### src/rtl/canny_pkg.sv
// rtl/canny_pkg.sv - shared edge-detector constants, luminance weights and FSM encoding
package canny_pkg;

    localparam int NPIX = 40000;
    localparam int AW   = 16;

    localparam logic [15:0] W_R      = 16'd77;
    localparam logic [15:0] W_G      = 16'd150;
    localparam logic [15:0] W_B      = 16'd29;
    localparam logic [15:0] LUMA_RND = 16'd128;

    localparam logic [1:0] ST_IDLE  = 2'd0;
    localparam logic [1:0] ST_RUN   = 2'd1;
    localparam logic [1:0] ST_DRAIN = 2'd2;
    localparam logic [1:0] ST_DONE  = 2'd3;

    typedef struct packed {
        logic [15:0] pr;
        logic [15:0] pg;
        logic [15:0] pb;
    } luma_prod_t;

    // Weights sum to 256, so the 16-bit sum cannot overflow and the high byte is the rounded luma.
    function automatic logic [7:0] luma_round(input luma_prod_t p);
        logic [15:0] sum;
        sum = p.pr + p.pg + p.pb + LUMA_RND;
        return sum[15:8];
    endfunction

endpackage

### src/rtl/rgb2gray_stage_if.sv
// rtl/rgb2gray_stage_if.sv - RGB source and grayscale destination frame-buffer port bundle
interface rgb2gray_stage_if #(parameter int AW = canny_pkg::AW);

    logic [AW-1:0] src_addr;
    logic [23:0]   src_rd;
    logic          dst_we;
    logic [AW-1:0] dst_addr;
    logic [7:0]    dst_wd;

    modport master (output src_addr, input src_rd, output dst_we, output dst_addr, output dst_wd);
    modport slave  (input src_addr, output src_rd, input dst_we, input dst_addr, input dst_wd);

endinterface

### src/rtl/rgb2gray_mul.sv
// rtl/rgb2gray_mul.sv - registered weighted R/G/B products for the luminance adder
module rgb2gray_mul
    import canny_pkg::*;
(
    input  logic       clk,
    input  logic       rst_n,
    input  logic       en,
    input  logic [23:0] rgb,
    output luma_prod_t prod_q
);

    luma_prod_t prod_d;

    always_comb begin
        prod_d = prod_q;
        if (en) begin
            prod_d.pr = W_R * {8'd0, rgb[23:16]};
            prod_d.pg = W_G * {8'd0, rgb[15:8]};
            prod_d.pb = W_B * {8'd0, rgb[7:0]};
        end
    end

    always_ff @(posedge clk or negedge rst_n) begin
        if (!rst_n) begin
            prod_q <= '0;
        end else begin
            prod_q <= prod_d;
        end
    end

endmodule

### src/rtl/rgb2gray_stage.sv
// rtl/rgb2gray_stage.sv - streams the RGB frame buffer through a 2-stage luma pipeline into the gray buffer
module rgb2gray_stage
    import canny_pkg::*;
#(
    parameter int FRAME_NPIX = NPIX
) (
    input  logic             clk,
    input  logic             rst_n,
    input  logic             start,
    rgb2gray_stage_if.master fb,
    output logic             busy,
    output logic             done
);

    localparam logic [AW-1:0] LAST_ADDR = AW'(FRAME_NPIX - 1);

    logic [1:0]    state_q, state_d;
    logic [AW-1:0] cnt_q, cnt_d;
    logic [AW-1:0] addr_q, addr_d;
    logic          v1_q, v1_d;
    logic          run;
    luma_prod_t    prod_q;

    assign run = (state_q == ST_RUN);

    rgb2gray_mul u_mul (
        .clk    (clk),
        .rst_n  (rst_n),
        .en     (run),
        .rgb    (fb.src_rd),
        .prod_q (prod_q)
    );

    // Counter parks at the last address through DRAIN and is cleared on the way into DONE.
    always_comb begin
        state_d = state_q;
        cnt_d   = cnt_q;
        case (state_q)
            ST_IDLE: begin
                if (start) begin
                    state_d = ST_RUN;
                    cnt_d   = '0;
                end
            end
            ST_RUN: begin
                if (cnt_q == LAST_ADDR) begin
                    state_d = ST_DRAIN;
                end else begin
                    cnt_d = cnt_q + AW'(1);
                end
            end
            ST_DRAIN: begin
                state_d = ST_DONE;
                cnt_d   = '0;
            end
            default: begin
                state_d = ST_IDLE;
                cnt_d   = '0;
            end
        endcase
    end

    always_comb begin
        addr_d = run ? cnt_q : addr_q;
        v1_d   = run;
    end

    always_ff @(posedge clk or negedge rst_n) begin
        if (!rst_n) begin
            state_q <= ST_IDLE;
            cnt_q   <= '0;
            addr_q  <= '0;
            v1_q    <= 1'b0;
        end else begin
            state_q <= state_d;
            cnt_q   <= cnt_d;
            addr_q  <= addr_d;
            v1_q    <= v1_d;
        end
    end

    assign fb.src_addr = cnt_q;
    assign fb.dst_we   = v1_q;
    assign fb.dst_addr = addr_q;
    assign fb.dst_wd   = luma_round(prod_q);
    assign busy        = (state_q == ST_RUN) || (state_q == ST_DRAIN);
    assign done        = (state_q == ST_DONE);

endmodule

### src/flat_wrapper.sv
// flat-port wrapper written by rule: the top's interface ports become plain ports
module rgb2gray_stage_flat import canny_pkg::*;
#(
    parameter int FRAME_NPIX = NPIX
)
  (clk, rst_n, start, busy, done, fb_src_addr, fb_src_rd, fb_dst_we, fb_dst_addr, fb_dst_wd);
  rgb2gray_stage_if fb_i ();
  input  logic clk;
  input  logic rst_n;
  input  logic start;
  output logic busy;
  output logic done;
  output wire logic [$bits(fb_i.src_addr)-1:0] fb_src_addr;
  input wire logic [$bits(fb_i.src_rd)-1:0] fb_src_rd;
  output wire logic [$bits(fb_i.dst_we)-1:0] fb_dst_we;
  output wire logic [$bits(fb_i.dst_addr)-1:0] fb_dst_addr;
  output wire logic [$bits(fb_i.dst_wd)-1:0] fb_dst_wd;
  assign fb_src_addr = fb_i.src_addr;
  assign fb_i.src_rd = fb_src_rd;
  assign fb_dst_we = fb_i.dst_we;
  assign fb_dst_addr = fb_i.dst_addr;
  assign fb_dst_wd = fb_i.dst_wd;
  rgb2gray_stage #(.FRAME_NPIX(FRAME_NPIX)) u_core (.clk(clk), .rst_n(rst_n), .start(start), .fb(fb_i), .busy(busy), .done(done));
endmodule
### config.mk
export PLATFORM = sky130hd
export DESIGN_NAME = rgb2gray_stage_flat
export DESIGN_NICKNAME = d
export VERILOG_FILES = /design/src/rtl/canny_pkg.sv /design/src/rtl/rgb2gray_stage_if.sv /design/src/rtl/rgb2gray_mul.sv /design/src/rtl/rgb2gray_stage.sv /design/src/flat_wrapper.sv
export SDC_FILE = /design/constraint.sdc
export NUM_CORES = 1
export LEC_CHECK = 0
export CAP_MARGIN = 20
export CORE_ASPECT_RATIO = 0.9
export CORE_MARGIN = 2
export CORE_UTILIZATION = 35
export CTS_BUF_LIST = sky130_fd_sc_hd__clkbuf_8
export DETAILED_ROUTE_END_ITERATION = 7
export PLACE_DENSITY = 0.61
export SLEW_MARGIN = 40
export SYNTH_ARGS = -nofsm -noshare
export SYNTH_HDL_FRONTEND = slang
export SYNTH_HIERARCHICAL = 1
export SYNTH_SLANG_ARGS = --single-unit
### constraint.sdc
create_clock -name clk -period 2.9 [get_ports clk]
set_input_delay 0.58 -clock clk [delete_from_list [all_inputs] [get_ports clk]]
set_output_delay 0.58 -clock clk [all_outputs]
set_load 0.05 [all_outputs]
; ---- Word level (Yosys, flattened, before mapping)
; Cells that the tools add are included.
[totals]
register_bits = 78
output_inout_bits = 43
[classes]
add_sub_neg = 4
multipliers = 3
n_eq_ne = 7
mux = 6
n_reduce_logical = 4
[ops]
columns = operator, n
row1 = $mux W16, 2
row2 = $pmux W16 S2, 1
row3 = $mul A7 B8 Y15 const A, 2
row4 = $add A15 B16 Y16, 1
row5 = $add A16 B1 Y16 const B, 1
row6 = $add A16 B13 Y16, 1
row7 = $add A16 B8 Y16 const B, 1
row8 = $eq A16 B16 Y1 const B, 1
row9 = $mul A5 B8 Y13 const A, 1
row10 = $ne A2 B2 Y1 const B, 3
row11 = $pmux W2 S3, 1
row12 = $eq A2 B2 Y1 const B, 2
row13 = $mux W2, 2
row14 = $reduce_and A2 Y1, 2
row15 = $eq A2 B1 Y1 const B, 1
row16 = $logic_not A2 Y1, 1
row17 = $logic_or A1 B1 Y1, 1

; ---- Logic depth before layout (Yosys ltp)
; Gate-level depths: netlist of the first run.
[depth]
word_depth = 3
mapped_depth = 13
ltp_nobuf = 13

; ---- Modules after synthesis
; The synthesis of the first run kept the hierarchy.
[by_module_without_submodules]
columns = module, instances, cells_per_inst, area_each_um2, seq_area_each_um2
row1 = rgb2gray_mul, 1, 436, 4500.6, 1076.0
row2 = rgb2gray_stage, 1, 314, 2931.6, 875.8

; ---- Worst setup path after synthesis of the first run
; No wires, ideal clock.
[synth_timing]
path_kind = register to output
startpoint = register u_core/u_mul/prod_q[10] (netlist name)
endpoint = output fb_dst_wd[7]
t_arrival_ns = 3.142
required_ns = 2.320
slack_ns = -0.822
path_stages_with_launch = 11
path_buffers = 0
path_cell_list = dfrtp_1 inv_1 fa_1 inv_1 ha_1 ha_1 nand4_1 o211ai_1 a311oi_1 o21ai_1 xnor2_1
[synth_via]
elab_chain_cells = 2
[synth_lines]
columns = item, line_no
row1 = $add A16 B13 Y16, canny_pkg.sv:26  ; sum = p.pr + p.pg + p.pb + LUMA_RND;
row2 = $add A16 B8 Y16, canny_pkg.sv:26
row3 = "end, declared", flat_wrapper.sv:17  ; output wire logic [$bits(fb_i.dst_wd)-1:0] fb_dst_wd;
; No other way between the ends.

; ---- Final worst setup path of the first run
[layout_timing]
startpoint = register u_core/u_mul/prod_q[5] (netlist name)
endpoint = output fb_dst_wd[6]
[layout_via]
elab_chain_cells = 2
[layout_lines]
columns = item, line_no
row1 = $add A16 B13 Y16, canny_pkg.sv:26
row2 = $add A16 B8 Y16, canny_pkg.sv:26
; No other way between the ends.

==> metrics.txt, run 1 <==
status=complete, but fails checks; failing checks=negative setup slack; max_slew headroom=0.5552; vias in the first global route=between 6000 and 7000; Avg Cell Area, Syn=9.910 µm²; Ant. Diodes=0; reg2reg path depth=6; Main synth FF type=dfrtp_1; Syn Std Cell Area=between 7000 and 8000 µm²; final setup margin=-0.8865 ns; CTS tree=done; layout cells sized above 1=0.3647; H-tree levels=3; Die W=between 150 and 200 µm; worst reg2reg path endpoint=u_core/fb.src_addr[12]$_DFFE_PN0P_; CTS Buf Count=9; placed inst area=9776 µm²; Worst-Skew Late Latency=roughly 0.37 ns; top cells by area, synth=dfrtp_1 (26%), ha_1 (22%), fa_1 (11%); start point of the critical path=u_core/u_mul/prod_q[5]$_DFFE_PN0P_; Detail Route Antenna Nets=0; die area=~22000 µm²; critical path peak fanout=2; Clock Path Buffers=2; Worst path slowest cell=fa_1; clock tree root buffer cell=clkbuf_8; Setup crit end kind=primary output; Final Skew=approximately 0.013 ns; delay of the slowest critical-path stage=0.52 ns; All-Layer GR Usage=0.1592; CP most frequent cell=ha_1; placed insts=approximately 1200; Critical Path Start Type=flop; Max-Cap Viols=0; GPL Wtd Cong=slightly below 0.8; post-synth top area share=0.2626; Hold Crit Class=input port to asynchronous set/reset pin; final wirelength=about 17000 µm; Crit path required time=around 2.3 ns; sequential element share of the synthesized area=0.2626; clock-pin slew on the worst setup and hold paths=around 0.090 ns; slew at the pin with the worst max-slew slack=0.6672 ns; Crit Path Category=flop to primary output; most frequent cells in the layout=buf_4 (122), inv_1 (89), ha_1 (86); Detail Placement HPWL=between 10000 and 15000 µm; Fmax achieved=264.1 MHz; Distinct cells, synth=a little over 70; height of the die=between 100 and 150 µm; DRT Pass-1 Iters=4; EDFF count, synth=0; GRT overflow=0; final instance area=approximately 11000 µm²; Yosys reg bits=78; Sink Count=just under 80; first-pass GRT wire length=roughly 29000 µm; post-synth top area cell=dfrtp_1; layout filler cell count=1882; hold_ws=0.2108 ns; Final Critical Period=3.787 ns; # nets final=roughly 1100; core area=20830 µm²; CP arrival=about 3.2 ns; Final Util=0.5091; Port Buffers=69; drt wl/cell=about 14 µm; # setup viols final=21; worst r2r src=u_core/fb.src_addr[0]$_DFFE_PN0P_; Storage cell area=around 2000 µm²; Ports=70; max-slew violation count=0; crit path cell chain=inv_2 > fa_1 > inv_1 > ha_1 > ha_1 > and3_4 > a221o_1 > o41ai_2 > buf_4 > xnor2_4 > buf_12; RSZ-0062 raised after global routing=true; DRC violations left=0; fin cells=between 1000 and 1500; DRT iter0 DRCs=about 210; Via density=slightly below 5; vias=~5900; # rows=50; Async SR Flop Fraction=1.000; initial antenna violation count=0; area growth from synthesis to layout=42.71%; largest net degree at the start of global routing=about 80; Worst setup endpoint=fb_dst_wd[6]; synth warn=6; Initial Util=0.3568; Final Hold Viols=0; cells after synthesis=750; area of the multi-input gates=5898 µm²; most common cell after layout, fill and taps aside=buf_4; Tcrit/Tclk final=1.306; worst reg2reg setup slack=0.72 ns
[final cells by class]
class                      instances  area share
clock buffer                       9     0.01168
clock inverter                     7    0.007314
inverter                         112     0.04034
multi-input combinational        541      0.5561
sequential                        78      0.1840
tap                              286     0.03374
timing repair buffer             199      0.1668
[registers in the layout (all words and copies together) (netlist names)]
signal and flops:
u_core/fb.dst_addr 16, u_core/fb.dst_we 1, u_core/fb.src_addr 16, u_core/state_q 2, u_core/u_mul/prod_q 43
[worst min-delay path by stage]
| stage | start | to |
|---|---|---|
| 2_1_floorplan | rst_n | u_core/fb.dst_addr[0]$_DFFE_PN0P_ |
| 3_3_place_gp | u_core/u_mul/prod_q[36]$_DFFE_PN0P_ | u_core/u_mul/prod_q[36]$_DFFE_PN0P_ |
| 3_5_place_dp | u_core/u_mul/prod_q[4]$_DFFE_PN0P_ | u_core/u_mul/prod_q[4]$_DFFE_PN0P_ |
| 4_1_cts | rst_n | u_core/fb.dst_addr[13]$_DFFE_PN0P_ |
| 5_1_grt | rst_n | u_core/u_mul/prod_q[30]$_DFFE_PN0P_ |
| 6_report | rst_n | u_core/u_mul/prod_q[31]$_DFFE_PN0P_ |
[cell families (layout without fill, tap and decap cells)]
| kind of cell | Yosys count | after routing | synth area share |
|---|---|---|---|
| compound gates | 154 | 154 | 0.1446 |
| flops | 78 | 78 | 0.2626 |
| mux | 49 | 49 | 0.07273 |
| fa+ha+maj | 169 | 169 | 0.3249 |
| simple gates | 137 | 137 | 0.08856 |
| buf+inv | 135 | 327 | 0.07424 |
| other cells | 1 | 5 | 0.0005046 |
| xor+xnor | 27 | 27 | 0.03182 |
[cells in the mapped netlist (7+ instances only)]
library cell,number
ha_1,129
inv_1,112
dfrtp_1,78
fa_1,40
nor2_1,40
mux2_2,39
nand2_1,39
a21oi_1,29
o21ai_0,25
xnor2_1,22
o21ai_1,20
a211oi_1,12
a21o_1,11
nand3_1,11
mux2i_1,9
buf_2,7
clkbuf_1,7
nand4_1,7
nor3_1,7
o21a_1,7
[per-stage QoR]
stage | worst slack [ns] | TNS, ns
finish | -0.8865 | -7.068
global route | -0.9791 | -9.464
detailed placement | -1.028 | -26.89
CTS | -0.9815 | -7.464
floorplan | -0.4321 | -5.897
global placement | -0.9603 | -25.71
[repair_timing]
action	CTS	global route
pin swaps	87	42
gates resized for setup	136	45
hold buffers	0	0
endpoints found under the setup margin	33	29
buffers inserted	10	5
[critical path: cells and delay by family, from the launching register on]
kind	cells	cell delay, ns
AO/OA/AOI/OAI	2	0.68
XOR/XNOR	1	0.12
adder cells (fa/ha/maj)	3	1.06
flip-flops	1	0.36
buffers and inverters	4	0.43
AND/OR/NAND/NOR	1	0.18
[layer usage]
metal / vias up / wire, µm / track usage
met3: 12 / 435 / 0.02710
met4: 0 / 183 / 0.03923
met5: - / 0 / 0
li1: 2975 / - / -
met1: 2880 / 8515 / 0.2297
met2: 75 / 7797 / 0.2478
Power of run 1 is left out: the tool's default activity adds up to more than one toggle a clock period on the data nets, which glitch-free logic cannot reach.
==> inputs of run 2 (changes only) <==
- CTS_CLUSTER_SIZE: not set -> 14
- PLACE_DENSITY: 0.61 -> 0.59
- clock period: 2.9 -> 4.5 ns (I/O delays scaled with it)
==> run 2 against run 1 <==
Net effect: the flow now finishes without violations; register-to-register slack improved by 1.3 ns; count of clock-buffer cells in the layout increased by 2; setup slack improved by 1.1 ns; die area unchanged; non-clock buffer count decreased by 116; routed wire length decreased by 12%; critical endpoint unchanged; largest cell class unchanged.
==> metrics.txt, run 2 (same netlist as run 1, synthesis figures left out) <==
status=finished clean; area growth from synthesis to layout=16.94%; DRC violations left=0; # setup viols final=0; Port Buffers=a little under 70; max_slew headroom=0.5031; start point of the critical path=u_core/u_mul/prod_q[4]$_DFFE_PN0P_; worst reg2reg path endpoint=u_core/state_q[0]$_DFFE_PN0P_; RSZ-0062 raised after global routing=false; hold path start=u_core/u_mul/prod_q[25]$_DFFE_PN0P_; drt wl/cell=around 13 µm; die area=~22000 µm²; Detail Route Antenna Nets=0; Crit path required time=3.60 ns; global-route met2 utilization=0.2165; Setup crit end kind=primary output; H-tree levels=3; Detail Placement HPWL=roughly 12000 µm; Fmax achieved=approximately 230 MHz; Ant. Diodes=0; Final Hold Viols=0; worst r2r src=u_core/state_q[1]$_DFFE_PN0P_; clock-pin slew on the worst setup and hold paths=around 0.08 ns; initial antenna violation count=0; met1 usage in global routing=0.2104; vias=between 5000 and 6000; All-Layer GR Usage=0.1428; Final Critical Period=about 4.3 ns; Min-Delay Path Depth=2; clock tree root buffer cell=clkbuf_8; Critical Path Start Type=flop; first-pass GRT wire length=25760 µm; max-slew violation count=0; final wirelength=14940 µm; CP arrival=between 3 and 4 ns; most common cell after layout, fill and taps aside=ha_1; critical path peak fanout=3; Max-Cap Viols=0; Top reg by flops=u_core/u_mul/prod_q; Clock Path Buffers=2; CTS Buf Count=9; busiest metal layer after global routing=met2; Final Util=0.4172; reg2reg path depth=6; DRT Pass-1 Iters=4; max FFs per register=43; Ports=70; Worst-Skew Late Latency=approximately 0.36 ns; setup TNS=0 ns; CTS tree=done; vias in the first global route=between 5000 and 6000; Tcrit/Tclk final=0.9539; Final Skew=between 0.008 and 0.009 ns; Sink Count=between 70 and 80; GPL Wtd Cong=about 0.8; layout cells sized above 1=0.1169; height of the die=approximately 140 µm; GRT overflow=0; slew at the pin with the worst max-slew slack=around 0.75 ns; setup bufs post-CTS=0; Die W=about 160 µm; Hold Crit Class=flop to flop; hold path endpoint=u_core/u_mul/prod_q[25]$_DFFE_PN0P_; most frequent cells in the layout=ha_1 (128), inv_1 (113), dfrtp_1 (78); core area=between 20000 and 25000 µm²; DRT iter0 DRCs=between 200 and 250; layout filler cell count=~2100; largest net degree at the start of global routing=between 70 and 80; Initial Util=0.3568; Crit Path Category=flop to primary output; worst reg2reg setup slack=a little over 2 ns; Via density=between 4 and 5; # rows=50; # nets final=between 1000 and 1500; GR Util met3=0.02771
## run 2: worst max-delay path by stage
| stage | to | slack [ns] | cells past startpoint |
|---|---|---|---|
| after CTS | fb_dst_wd[6] | 0.05 | 11 |
| after global routing | fb_dst_wd[6] | 0.005 | 11 |
| final | fb_dst_wd[6] | 0.21 | 11 |
| after detailed placement | u_core/u_mul/prod_q[45]$_DFFE_PN0P_ | 0.06 | 13 |
| after global placement | u_core/u_mul/prod_q[45]$_DFFE_PN0P_ | 0.15 | 13 |
| after floorplan | fb_dst_wd[7] | 0.46 | 10 |
## run 2: layout make-up
type	instances	area (µm²)	area share
multi-input combinational	541	4960	0.5707
tap	286	357.8	0.04117
inverter	112	420.4	0.04837
sequential	78	1952	0.2246
clock buffer	11	151.4	0.01742
clock inverter	5	35.03	0.004031
timing repair buffer	83	814.5	0.09372
## run 2: worst max-delay path: stages (launching register included)
cell and delay (ns):
dfrtp_1 0.37, inv_1 0.06, fa_1 0.53, inv_1 0.04
ha_1 0.28, ha_1 0.31, a21oi_1 0.12, o21ai_1 0.16
a221o_1 0.45, o41ai_2 0.31, xnor2_1 0.22, buf_12 0.18
## run 2: per-layer routing
layer / share of wire / vias up
li1: - / 2751
met1: 0.53 / 2565
met2: 0.44 / 63
met3: 0.030 / 4
met4: 0.0050 / 0
met5: 0 / -
## run 2: metrics by stage
| step | instances | area, µm² | hold slack (ns) | setup WS, ns |
|---|---|---|---|---|
| 2_1_floorplan | 754 | 7447 | 0.4498 | 0.4576 |
| 3_3_place_gp | 1100 | 8487 | 0.4657 | 0.1486 |
| 3_5_place_dp | 1100 | 8491 | 0.4767 | 0.06167 |
| 4_1_cts | 1116 | 8677 | 0.4975 | 0.05169 |
| 5_1_grt | 1116 | 8691 | 0.5240 | 0.004809 |
| 6_report | 1116 | 8691 | 0.4958 | 0.2075 |
## run 2: repair_timing
item                                    CTS  global route
endpoints found under the setup margin    0             3
gates resized for setup                   0             2
hold buffers                              0             0
Power of run 2 is left out for the same reason.
==> inputs of run 3 (changes only) <==
- CORE_MARGIN: 2 -> not set
- CTS_CLUSTER_DIAMETER: not set -> 80
==> run 3 against run 2 <==
Net effect: non-clock buffer count shrank 1; via count grew 0.17%; cell count is essentially flat; setup slack gained 0.0087 ns; largest cell class unchanged; highest routed layer unchanged.
==> metrics.txt, run 3 (same netlist as run 1, synthesis figures left out) <==
hold path endpoint=u_core/u_mul/prod_q[23]$_DFFE_PN0P_; Final Hold Viols=0; Detail Placement HPWL=11520 µm; Post-CTS Hold Fix Bufs=0; start point of the critical path=u_core/u_mul/prod_q[4]$_DFFE_PN0P_; Detail Route Antenna Nets=0; Critical Path Start Type=flop; Worst path slowest cell=fa_1; reg2reg path depth=6; vias=5392; first-pass GRT wire length=approximately 25000 µm; crit-path leading delay family=adder cells; setup TNS=0 ns; Setup crit end kind=primary output; GRT overflow=0; CP arrival=approximately 3.4 ns; final wirelength=14740 µm; Sink Count=between 70 and 80; # nets final=between 1000 and 1500; Ports=70; Top reg by flops=u_core/u_mul/prod_q; hold path start=u_core/u_mul/prod_q[23]$_DFFE_PN0P_; vias in the first global route=between 5000 and 6000; max-slew violation count=0; post_cts resized=0; critical path peak fanout=3; Crit Path Category=flop to primary output; Final Skew=0.01158 ns; DRC violations left=0; DRT iter0 DRCs=274; All-Layer GR Usage=0.1439; RSZ-0062 raised after global routing=false; die area=approximately 22000 µm²; max_slew headroom=0.4995; area growth from synthesis to layout=17.34%; Die W=around 160 µm; delay of the slowest critical-path stage=around 0.53 ns; Worst-Skew Late Latency=roughly 0.36 ns; status=finished clean; Min-Delay Path Depth=1; Port Buffers=69; CP Buf/Inv Count=3; setup bufs post-CTS=0; crit path cell chain=inv_1 > fa_1 > inv_1 > ha_1 > ha_1 > a21oi_1 > o21ai_1 > a221o_1 > o41ai_2 > xnor2_1 > buf_12; Initial Util=0.3568; Tcrit/Tclk final=0.9520; most frequent cells in the layout=ha_1 (128), inv_1 (113), dfrtp_1 (78); clock tree root buffer cell=clkbuf_8; Clock Path Buffers=2; max FFs per register=43; slew at the pin with the worst max-slew slack=0.7508 ns; CTS tree=done; DRT Pass-1 Iters=4; drt wl/cell=13.22 µm; Max-Cap Viols=0; # setup viols final=0; worst reg2reg path endpoint=u_core/u_mul/prod_q[12]$_DFFE_PN0P_; GPL Wtd Cong=0.7824; Crit path required time=about 3.6 ns; initial antenna violation count=0; Fmax achieved=233.4 MHz; height of the die=between 100 and 150 µm; layout cells sized above 1=0.1158; Ant. Diodes=0; worst r2r src=u_core/state_q[1]$_DFFE_PN0P_; worst reg2reg setup slack=2.11 ns; Final Critical Period=4.284 ns; CTS Buf Count=9; clock-pin slew on the worst setup and hold paths=about 0.08 ns; most common cell after layout, fill and taps aside=ha_1; # rows=50; core area=20830 µm²; largest net degree at the start of global routing=79; Via density=a little under 5; H-tree levels=3; Hold Crit Class=flop to flop
## run 3: layout make-up
type | instances | area, µm²
clock buffers | 9 | 123.9
clock inverters | 7 | 97.59
fillers | 2066 | 12110
inverters | 112 | 420.4
multi-input cells | 541 | 4960
flip-flops and latches | 78 | 1952
well taps | 286 | 357.8
repair buffers | 82 | 809.5
## run 3: worst max path at each step
stage                                          end  depth (start not counted)
2_1_floorplan                         fb_dst_wd[7]                         10
3_3_place_gp   u_core/u_mul/prod_q[45]$_DFFE_PN0P_                         13
3_5_place_dp   u_core/u_mul/prod_q[45]$_DFFE_PN0P_                         13
4_1_cts                               fb_dst_wd[6]                         11
5_1_grt                               fb_dst_wd[5]                         11
6_report                              fb_dst_wd[6]                         11
## run 3: through the flow
| step | hold WS [ns] | utilization | worst slack [ns] | cell area [µm²] | cells |
|---|---|---|---|---|---|
| floorplan | 0.4498 | - | 0.4576 | 7447 | 754 |
| detailed placement | 0.4768 | 0.4072 | 0.06341 | 8483 | 1099 |
| finish | 0.4912 | 0.4186 | 0.2162 | 8721 | 1115 |
| CTS | 0.4972 | 0.4178 | 0.08006 | 8705 | 1115 |
| global route | 0.5094 | 0.4186 | 0.09267 | 8721 | 1115 |
| global placement | 0.4690 | 0.4070 | 0.1538 | 8479 | 1099 |
## run 3: layer usage
metal  global-route usage  wire length [µm]
met2               0.2157              6301
met4              0.03096               121
met5                    0                 0
met1               0.2117              7840
met3              0.03001               475
Power of run 3 is left out for the same reason.
==> RTL change 1 (config.mk and constraints of run 1) <==
`AW`: 16 -> 14.
--- a/src/rtl/canny_pkg.sv
+++ b/src/rtl/canny_pkg.sv
@@ -3,5 +3,5 @@
 
     localparam int NPIX = 40000;
-    localparam int AW   = 16;
+    localparam int AW   = 14;
 
     localparam logic [15:0] W_R      = 16'd77;
Interface: changed (resized fb_dst_addr and fb_src_addr); port bits go from 70 to 66. The function was not compared with the original's and may differ.
==> RTL change 1 against run 1 <==
  * Register-to-register slack got worse by 0.07 ns
  * Sequential cell count is 4 lower
  * Setup slack better by 0.042 ns
  * Area after synthesis decreased by 3.4%
  * Final area rose by 1.3%
  * Via count is 3.8% lower
  * Final cell count down 3.6%
  * The flow still finishes with violations (setup timing)
  * Routed wire length decreased by 3.0%
  * Largest cell class unchanged
  * Worst hold slack lost 0.0017 ns
  * First-iteration DRC count shrank 6.5%
Power is not shown: default switching activity piles up to over one toggle a cycle in this logic, so the estimate is an artifact.
==> RTL change 1: results (changes against run 1) <==
Cells and area
  • Multi-input combinational area share: 56.2% (+0.57 points)
  • Logic inverters: 113 (+0.89%)
  • Fraction of area in registers: 17.2% (-1.2 points)
  • Number of signal-net buffers in the layout: 209 (+5.0%)
  • NonClk Buf Share: 17.7% (+0.98 points)
  • Comb_multi_in: 521 (-3.7%)
  • Seq_cells: 74 (-5.1%)
  • Layout cells sized above 1: 42.8% (+6.3 points)

Detailed routing
  • Detailed Route Iter0 Violations: 200 (-6.5%)
  • Via count: 5717 (-3.8%)
  • Wire per inst: 13.8 um (+0.58%)

Yosys
  • Part of the Yosys area used for sequential elements: 25.8% (-0.46 points)
  • Most common library cells after synthesis: ha_1 (129), inv_1 (113), dfrtp_1 (74), fa_1 (40)
  • Synth Area in Compound Gates: 13.8% (-0.64 points)
  • Multiplexer share of the synthesized area: 6.40% (-0.87 points)
  • Adder-cell share of the synthesized area: 33.6% (+1.2 points)
  • Synth area leaders: dfrtp_1 (26%), ha_1 (22%), fa_1 (11%)
  • Synth cell types: 67 (-5.6%)
  • Synth Area in XOR/XNOR: 3.54% (+0.36 points)

Global routing
  • Largest net degree at the start of global routing: 62 (-22%)
  • GR Util met2: 24.5% (-0.26 points)
  • Met1 Usage GRT: 22.7% (-0.25 points)
  • Gr usage total: 15.6% (-0.35 points)
  • Global-route wire length before repair: 27900 um (-3.6%)

Worst setup path
  • Peak per-stage delay on the critical path: 0.54 ns (+0.02 ns)
  • FF-to-FF path depth: 5 (-1)

Timing
  • Worst Clk Skew: 0.0102 ns (-0.00242 ns)
  • Setup-failing EPs final: 18 (-14%)
  • Final WS setup: -0.844 ns (+0.0420 ns)

Outcome
  • Status: complete, but fails checks
  • Failing checks: setup timing

Place
  • Final GP Congestion: 0.785 (+1.1%)
  • Post-DP HPWL: 12500 um (-0.49%)
RTL change 1: metrics by stage:
stage / utilization (%) / instance area [sq um] / hold slack [ns] / std cells / TNS, ns
after global routing: 53.6 / 10700 / 0.262 / 1188 / -8.95
after floorplan: - / 7670 / 0.284 / 725 / -5.60
after detailed placement: 47.7 / 9560 / 0.477 / 1150 / -26.83
after CTS: 51.1 / 10200 / 0.224 / 1178 / -7.42
after global placement: 47.7 / 9560 / 0.469 / 1150 / -25.97
final: 53.6 / 10700 / 0.209 / 1188 / -6.79
RTL change 1: cell families after synthesis:
logic type | Yosys count
AOI/OAI and AO/OA | 142
adders and majority gates | 169
buffers and inverters | 130
xor gates and xnor gates | 29
muxes | 41
other | 1
and+or+nand+nor | 135
DFF | 74
RTL change 1: timing repair:
action                     CTS  global route
setup endpoints to repair   34            29
pin swaps                   82            57
resized for setup          159            73
buffers inserted            13            11
RTL change 1: path summary, 6_finish.rpt:
| path | slack [ns] | from | to |
|---|---|---|---|
| min reg2reg | 0.50 | u_core/u_mul/prod_q[36] | u_core/u_mul/prod_q[36] |
| max in group asynchronous | 2.08 | rst_n | u_core/u_mul/prod_q[45] |
| max | -0.84 | u_core/u_mul/prod_q[8] | fb_dst_wd[3] |
| min in group clk | 0.50 | u_core/u_mul/prod_q[36] | u_core/u_mul/prod_q[36] |
| max reg2reg | 0.65 | u_core/fb.src_addr[8] | u_core/state_q[1] |
| min | 0.21 | rst_n | u_core/fb.dst_addr[0] |
RTL change 1: layer usage:
| layer | up-vias | routed length [um] | part of all wire (%) |
|---|---|---|---|
| met3 | 6 | 355 | 2.2 |
| met5 | - | 0 | 0 |
| met1 | 2744 | 8390 | 51 |
| met2 | 51 | 7580 | 46 |
| li1 | 2916 | - | - |
| met4 | 0 | 92 | 0.56 |
==> RTL change 2 (flow settings as in run 1) <==
Without the edit above. Reset style: synchronous (`rst_n`), changed in 2 clocked blocks.
--- a/src/rtl/rgb2gray_mul.sv
+++ b/src/rtl/rgb2gray_mul.sv
@@ -21,5 +21,5 @@
     end
 
-    always_ff @(posedge clk or negedge rst_n) begin
+    always_ff @(posedge clk) begin
         if (!rst_n) begin
             prod_q <= '0;
--- a/src/rtl/rgb2gray_stage.sv
+++ b/src/rtl/rgb2gray_stage.sv
@@ -66,5 +66,5 @@
     end
 
-    always_ff @(posedge clk or negedge rst_n) begin
+    always_ff @(posedge clk) begin
         if (!rst_n) begin
             state_q <= ST_IDLE;
Function: differs if rst_n is asserted again (counterexample within 4 cycles, from zero or initial values and one cycle with rst_n low); with rst_n held inactive, the same outputs for 10 cycles.
==> RTL change 2 against run 1 <==
  * The flow still finishes with violations (setup timing)
  * Clock skew up 0.0013 ns
  * Utilization up 3.3 points
  * Worst hold slack better by 0.25 ns
  * Setup slack better by 0.095 ns
  * Die area down 2.9%
  * Area after synthesis down 3.0%
  * Non-clock buffer count up 20
  * Final area up 2.7%
  * Routed wire length up 3.0%
  * Sequential cell count unchanged
  * Highest routed layer unchanged
==> RTL change 2: results (changes against run 1) <==
Yosys
  • Main synth FF type: dfxtp_1
  • Synth Instances: 795 (+6.0%)
  • Synth area leaders: ha_1 (22%), dfxtp_1 (22%), fa_1 (11%)
  • Part of the Yosys area used for sequential elements: 21.7% (-4.6 points)
  • Most common library cells after synthesis: ha_1 (129), inv_1 (116), dfxtp_1 (78), o21ai_0 (42)
  • Async SR Flop Fraction: 0% (-100 points)

Outcome
  • Status: complete, but fails checks
  • Failing checks: setup timing

Global routing
  • GR Util met2: 26.5% (+1.8 points)
  • Gr usage total: 16.1% (+0.20 points)
  • Largest net degree at the start of global routing: 53 (-33%)
  • Global-route wire length before repair: 28900 um (about the same)
  • Met1 Usage GRT: 22.8% (-0.22 points)

Worst hold path
  • Tightest Hold Check Type: reg2reg

Cells and area
  • Non-filler instance count after layout: 1258 (+2.1%)
  • Layout cells sized above 1: 39.6% (+3.1 points)

Worst setup path
  • Register-to-register setup slack: 0.70 ns (-0.02 ns)
  • Critical path origin: u_core/u_mul/prod_q[6]
  • Reg2reg end: u_core/fb.src_addr[15]
  • CP max-delay cell: fa_2
  • Peak per-stage delay on the critical path: 0.56 ns (+0.04 ns)
  • Reg2reg start: u_core/state_q[1]

Detailed routing
  • Final WL: 17400 um (+3.0%)
  • Detailed Route Iter0 Violations: 186 (-13%)

Timing
  • Setup-failing EPs final: 23 (+9.5%)
  • Relative slew slack: 57.6% (+2.1 points)
  • Worst Clk Skew: 0.0139 ns (+0.00128 ns)
  • Final WS setup: -0.792 ns (+0.0949 ns)

Place
  • Post-DP HPWL: 13500 um (+7.7%)
  • Final GP Congestion: 0.821 (+5.8%)
-- RTL change 2: changes by cell type after synthesis, sizes merged, moves of 10 or more --
cell	run 1	this run
clkbuf	8	20
dfrtp	78	0
dfxtp	0	78
mux2	40	2
mux2i	9	34
nor2	40	17
nor2b	5	40
or3	1	11
-- RTL change 2: area by class of cell --
type | instances | area, sq um
fillers | 1839 | 9210
multi-input cells | 573 | 6400
repair buffers | 219 | 1960
flip-flops and latches | 78 | 1580
inverters | 117 | 450
well taps | 255 | 319
clock buffers | 9 | 124
clock inverters | 7 | 61.3
-- RTL change 2: critical path: cells and delay by family, from the launching register on --
kind	cells	cell delay [ns]
AOI/OAI and AO/OA	2	0.68
xor gates and xnor gates	1	0.16
adders and majority gates	3	1.01
buffers and inverters	4	0.36
DFF	1	0.34
and+or+nand+nor	1	0.18
-- RTL change 2: worst min path at each step --
stage | depth (start not counted) | slack [ns] | start | endpoint
3_3_place_gp | 2 | 0.43 | u_core/u_mul/prod_q[10] | u_core/u_mul/prod_q[10]
5_1_grt | 2 | 0.48 | u_core/u_mul/prod_q[11] | u_core/u_mul/prod_q[11]
2_1_floorplan | 2 | 0.42 | u_core/u_mul/prod_q[10] | u_core/u_mul/prod_q[10]
4_1_cts | 2 | 0.47 | u_core/u_mul/prod_q[26] | u_core/u_mul/prod_q[26]
6_report | 2 | 0.46 | u_core/u_mul/prod_q[44] | u_core/u_mul/prod_q[44]
3_5_place_dp | 2 | 0.45 | u_core/u_mul/prod_q[10] | u_core/u_mul/prod_q[10]
-- RTL change 2: per-stage QoR --
step | util (%) | setup TNS, ns | setup slack, ns | hold WS [ns] | cell area (sq um)
floorplan | - | -5.90 | -0.631 | 0.418 | 7920
global placement | 49.1 | -27.22 | -1.17 | 0.430 | 9870
detailed placement | 49.1 | -28.55 | -1.26 | 0.452 | 9870
CTS | 51.7 | -8.06 | -0.786 | 0.466 | 10400
global route | 54.2 | -9.52 | -0.886 | 0.482 | 10900
finish | 54.2 | -7.52 | -0.792 | 0.464 | 10900
-- RTL change 2: cell families after synthesis --
| family | Yosys count | share of synthesized area, % |
|---|---|---|
| fa+ha+maj | 169 | 33.5 |
| other cells | 1 | 0.0520 |
| flops | 78 | 21.7 |
| xor+xnor | 29 | 3.52 |
| mux | 36 | 5.03 |
| compound gates | 160 | 14.7 |
| buf+inv | 148 | 8.03 |
| simple gates | 174 | 13.5 |
-- RTL change 2: repair_timing --
| item | in CTS | in global routing |
|---|---|---|
| gates resized for setup | 150 | 111 |
| setup buffers | 11 | 8 |
| setup endpoints to repair | 37 | 31 |
| pin swaps | 90 | 93 |
-- RTL change 2: per-layer routing --
metal  vias up  part of all wire (%)
li1       3152                     -
met1      2840                    50
met2        81                    47
met3        14                   2.6
met4         0                  0.92
met5         -                     0
